<file path="src/rtl/mem_write_sequencer.sv">
// Writes a latched 32-bit word into a 4-byte memory one byte per cycle and,
// optionally, reads the bytes back and flags any byte that differs.
module mem_write_sequencer #(
    parameter bit VERIFY = 1'b1
) (
    input  logic        clk,
    input  logic        reset,
    input  logic        start,
    input  logic [31:0] word_in,
    input  logic [7:0]  mem_rdata,
    output logic [7:0]  mem_data,
    output logic        mem_store,
    output logic [1:0]  mem_addr,
    output logic        busy,
    output logic        done,
    output logic [3:0]  mismatch,
    output logic        error
);

    typedef enum logic [1:0] {
        IDLE  = 2'd0,
        WRITE = 2'd1,
        READ  = 2'd2,
        DONE  = 2'd3
    } state_t;

    state_t      state_q, state_d;
    logic [1:0]  idx_q, idx_d;
    logic [31:0] word_q, word_d;
    logic [7:0]  mem_data_q, mem_data_d;
    logic        mem_store_q, mem_store_d;
    logic [1:0]  mem_addr_q, mem_addr_d;
    logic        busy_q, busy_d;
    logic        done_q, done_d;
    logic [3:0]  mismatch_q, mismatch_d;
    logic        error_q, error_d;

    function automatic logic [7:0] byte_of(input logic [31:0] w, input logic [1:0] k);
        logic [7:0] b;
        case (k)
            2'd0:    b = w[7:0];
            2'd1:    b = w[15:8];
            2'd2:    b = w[23:16];
            2'd3:    b = w[31:24];
            default: b = 8'h00;
        endcase
        return b;
    endfunction

    // Next-state logic; outputs are decoded from the next state so they land in flops.
    always_comb begin
        state_d    = state_q;
        idx_d      = idx_q;
        word_d     = word_q;
        mismatch_d = mismatch_q;
        case (state_q)
            IDLE: begin
                if (start) begin
                    state_d    = WRITE;
                    idx_d      = 2'd0;
                    word_d     = word_in;
                    mismatch_d = 4'b0000;
                end else begin
                    state_d = IDLE;
                end
            end
            WRITE: begin
                idx_d = idx_q + 2'd1;
                if (idx_q == 2'd3) begin
                    state_d = VERIFY ? READ : DONE;
                end else begin
                    state_d = WRITE;
                end
            end
            READ: begin
                idx_d = idx_q + 2'd1;
                if (mem_rdata != byte_of(word_q, idx_q)) begin
                    mismatch_d[idx_q] = 1'b1;
                end else begin
                    mismatch_d = mismatch_q;
                end
                if (idx_q == 2'd3) begin
                    state_d = DONE;
                end else begin
                    state_d = READ;
                end
            end
            DONE: begin
                state_d = IDLE;
                idx_d   = 2'd0;
            end
            default: begin
                state_d = IDLE;
                idx_d   = 2'd0;
            end
        endcase

        mem_data_d  = 8'h00;
        mem_store_d = 1'b0;
        mem_addr_d  = 2'd0;
        busy_d      = 1'b0;
        done_d      = 1'b0;
        case (state_d)
            WRITE: begin
                mem_data_d  = byte_of(word_d, idx_d);
                mem_store_d = 1'b1;
                mem_addr_d  = idx_d;
                busy_d      = 1'b1;
            end
            READ: begin
                mem_addr_d = idx_d;
                busy_d     = 1'b1;
            end
            DONE: begin
                done_d = 1'b1;
            end
            default: begin
                done_d = 1'b0;
            end
        endcase
        error_d = |mismatch_d;
    end

    // State and output registers with synchronous reset.
    always_ff @(posedge clk) begin
        if (reset) begin
            state_q     <= IDLE;
            idx_q       <= 2'd0;
            word_q      <= 32'h0000_0000;
            mem_data_q  <= 8'h00;
            mem_store_q <= 1'b0;
            mem_addr_q  <= 2'd0;
            busy_q      <= 1'b0;
            done_q      <= 1'b0;
            mismatch_q  <= 4'b0000;
            error_q     <= 1'b0;
        end else begin
            state_q     <= state_d;
            idx_q       <= idx_d;
            word_q      <= word_d;
            mem_data_q  <= mem_data_d;
            mem_store_q <= mem_store_d;
            mem_addr_q  <= mem_addr_d;
            busy_q      <= busy_d;
            done_q      <= done_d;
            mismatch_q  <= mismatch_d;
            error_q     <= error_d;
        end
    end

    assign mem_data  = mem_data_q;
    assign mem_store = mem_store_q;
    assign mem_addr  = mem_addr_q;
    assign busy      = busy_q;
    assign done      = done_q;
    assign mismatch  = mismatch_q;
    assign error     = error_q;

endmodule

</file>
<file path="config.mk">
export PLATFORM = sky130hd
export DESIGN_NAME = mem_write_sequencer
export DESIGN_NICKNAME = d
export VERILOG_FILES = /design/src/rtl/mem_write_sequencer.sv
export SDC_FILE = /design/constraint.sdc
export NUM_CORES = 1
export LEC_CHECK = 0
export ABC_AREA = 1
export CORE_MARGIN = 8
export CORE_UTILIZATION = 45
export CTS_BUF_LIST = sky130_fd_sc_hd__clkbuf_4 sky130_fd_sc_hd__clkbuf_8
export DETAILED_ROUTE_END_ITERATION = 16
export PLACE_DENSITY = 0.8
export SLEW_MARGIN = 20
export SYNTH_ARGS = -nofsm -noshare
export SYNTH_HDL_FRONTEND = slang
export SYNTH_SLANG_ARGS = --single-unit
</file>
<file path="constraint.sdc">
create_clock -name clk -period 4.9 [get_ports clk]
set_input_delay 0.98 -clock clk [delete_from_list [all_inputs] [get_ports clk]]
set_output_delay 0.98 -clock clk [all_outputs]
set_load 0.02 [all_outputs]
</file>
==> results_dict.tcl <==
set metrics [dict create \
    dr.first_iter.drc_count 226 \
    routed_wl_mm 6.97 \
    hold_viol 0 \
    period_share_pct 60.1 \
    syn2layout_area_growth_pct 28.2 \
    cts_buffer_depth 2 \
    leakage_nw 1.53 \
    cp-start-kind "input pin" \
    final_common_cell "nand2_1" \
    die_height_um 92.6 \
    dpl.cell_count 478 \
    netlist_area_um2 2640 \
    antenna_found_initial 0 \
    fin_cells 486 \
    final_cell_mix "nand2_1, clkdlybuf4s50_1, dfxtp_1, nor2_1, nor3_1" \
    worst_ir_drop_vdd_mv 0.193 \
    slew_violations 0 \
    io_buffers 60 \
    power.density_nw_per_um2 278 \
    ys_seq_area_share_pct 40.9 \
    cts-root-buf "clkbuf_8" \
    fp.coreArea_um2 5780 \
    cts_hold_buf 0 \
    grt_pass1_wl_mm 10.9 \
    fin_nets 462 \
    slowest_stage "nand2_2" \
    finalSetupTns_ns 0 \
    yosys_warnings 0 \
    fmax_mhz 340 \
    drc 0 \
    cp_max_fo 37 \
    drtAntennaViolNets 0 \
    cts_tree "done" \
    tightest_slew_ns 1.05 \
    outcome "finished, final reports clean" \
    initial_core_util_pct 45.7 \
    grt_setup_unrepaired "false" \
    syn-mean-instance-area_um2 7.40 \
    ios 61 \
    dr_total_vias 2503 \
    die_x_um 92.6 \
    grt_pass1_vias 2359 \
    max_cap_viol_count 0 \
    fp-row-count 28 \
    worstPathCellList "clkdlybuf4s50_1 -> nand2_2 -> o21ai_0 -> ha_1 -> clkinv_1 -> nor3_1" \
    max-slew-margin-rel_pct 29.9 \
    via_per_inst 5.15 \
    finalPower_w 0.000941 \
    ctsResizeCount 0 \
    worstPathArrival_ns 3.13 \
    synth.distinct_cells 24 \
    synth_fp_nets 409 \
    post-cts-setup-buffer-count 0 \
    die-area_um2 8570 \
    diodes 0 \
    critPathBufInv 2 \
    hold_class "flop to flop" \
    h-tree-depth 2 \
    hpwl_mm 5.02 \
    clk_latency_ns 0.31 \
    end_kind "flop" \
    clk_pin_slew_ns 0.09 \
    critPathRequiredTime_ns 5.08 \
    routabilityCongestion 0.765 \
    cts_buffers 5 \
    post_route_cells_drive_above_1_share_pct 4.62 \
    grt_usage_pct 15.9 \
    synthCells 357 \
    path_delay_family "simple AND/OR/NAND/NOR gates" \
    cts_sinks 54 \
    fin_skew_ns 0.00514 \
    grt.overflow.total 0 \
    grt_max_degree 55 \
    setup_viol 0 \
    post_drt_wl_per_cell_um 14.3 \
    period_minus_slack_ns 2.94 \
    drt_first_pass_iters 5 \
    max_stage_delay_ns 0.78 \
    synth_seq_cells 54 \
    critPathKind "input pin to flop" \
]
==> metal layers <==
| metal | vias to the layer above | GRT usage [%] | part of all wire, % |
|---|---|---|---|
| li1 | 1256 | - | - |
| met1 | 1127 | 20.8 | 45 |
| met2 | 103 | 24.1 | 45 |
| met3 | 17 | 4.69 | 8.1 |
| met4 | 0 | 5.91 | 2.4 |
| met5 | - | 0 | 0 |
==> worst paths after layout <==
| check | to | cells after the start | startpoint | slack (ns) |
|---|---|---|---|---|
| setup / recovery | mem_data[2] | 6 | start | 1.96 |
| hold / removal | mismatch[1] | 2 | mismatch[1] | 0.50 |
| setup reg to reg | mem_data[2] | 7 | state_q[0] | 2.37 |
| hold reg to reg | mismatch[1] | 2 | mismatch[1] | 0.50 |
==> area by class of cell <==
cell class                      count  area [µm²]
Fill cell                         538        2390
Multi-Input combinational cell    259        1380
Sequential cell                    54        1080
Timing Repair Buffer               62         616
Inverter                           28         105
Tap cell                           75        93.8
Clock buffer                        6        76.3
Clock inverter                      2        37.5
==> stage by stage <==
stage	util, %	setup WS [ns]	cell area, µm²	hold WS [ns]
finish	58.6	1.96	3390	0.498
global route	58.6	1.77	3390	0.520
detailed placement	56.6	1.62	3270	0.487
floorplan	-	2.79	2640	0.483
global placement	56.6	1.71	3270	0.476
CTS	58.6	1.95	3390	0.501
==> logic make-up (layout without fill, tap and decap cells) <==
kind of cell	Yosys count	count (layout)	synth area share, %
simple gates	206	206	33.5
flops	54	54	40.9
buf+inv	44	98	6.92
mux	29	29	11.0
compound gates	15	15	3.41
fa+ha+maj	9	9	4.27
==> cell usage after synthesis <==
master     n  area [µm²]
a21oi_1    8        40.0
buf_2      8        40.0
buf_4      2        15.0
clkbuf_1   6        22.5
clkinv_1   1        3.75
dfxtp_1   54        1080
ha_1       9         113
inv_1     22        82.6
inv_2      5        18.8
mux2i_1   29         290
nand2_1   91         342
nand2_2    1        6.26
nand3_1   13        65.1
nand3b_1   5        37.5
nand4_1    1        6.26
nor2_1    50         188
nor2_2     1        6.26
nor2b_1    1        6.26
nor3_1    34         170
nor4_1     8        50.1
o21ai_0    2        10.0
o21ai_1    4        20.0
o22ai_4    1        20.0
or2_2      1        6.26
==> sequential cells by signal, summed over array words and instances, names as in the netlist <==
register,cells
mem_addr,2
word_q,32
done,1
mem_store,1
error,1
state_q,2
mismatch,4
idx_q,2
mem_data,8
busy,1
==> power by group <==
group | internal (W) | total (W) | switching [W]
clock | 0.000158 | 0.000303 | 0.000145
combinational | 0.0000797 | 0.000164 | 0.0000848
sequential | 0.000462 | 0.000474 | 0.0000120
total | 0.000700 | 0.000941 | 0.000242
==> tightest hold or removal path: stages (launching register included) <==
cell and delay, ns:
dfxtp_1 0.32, nand2_1 0.07, a21oi_1 0.06
Note: power is estimated with default switching activity, not from simulation.
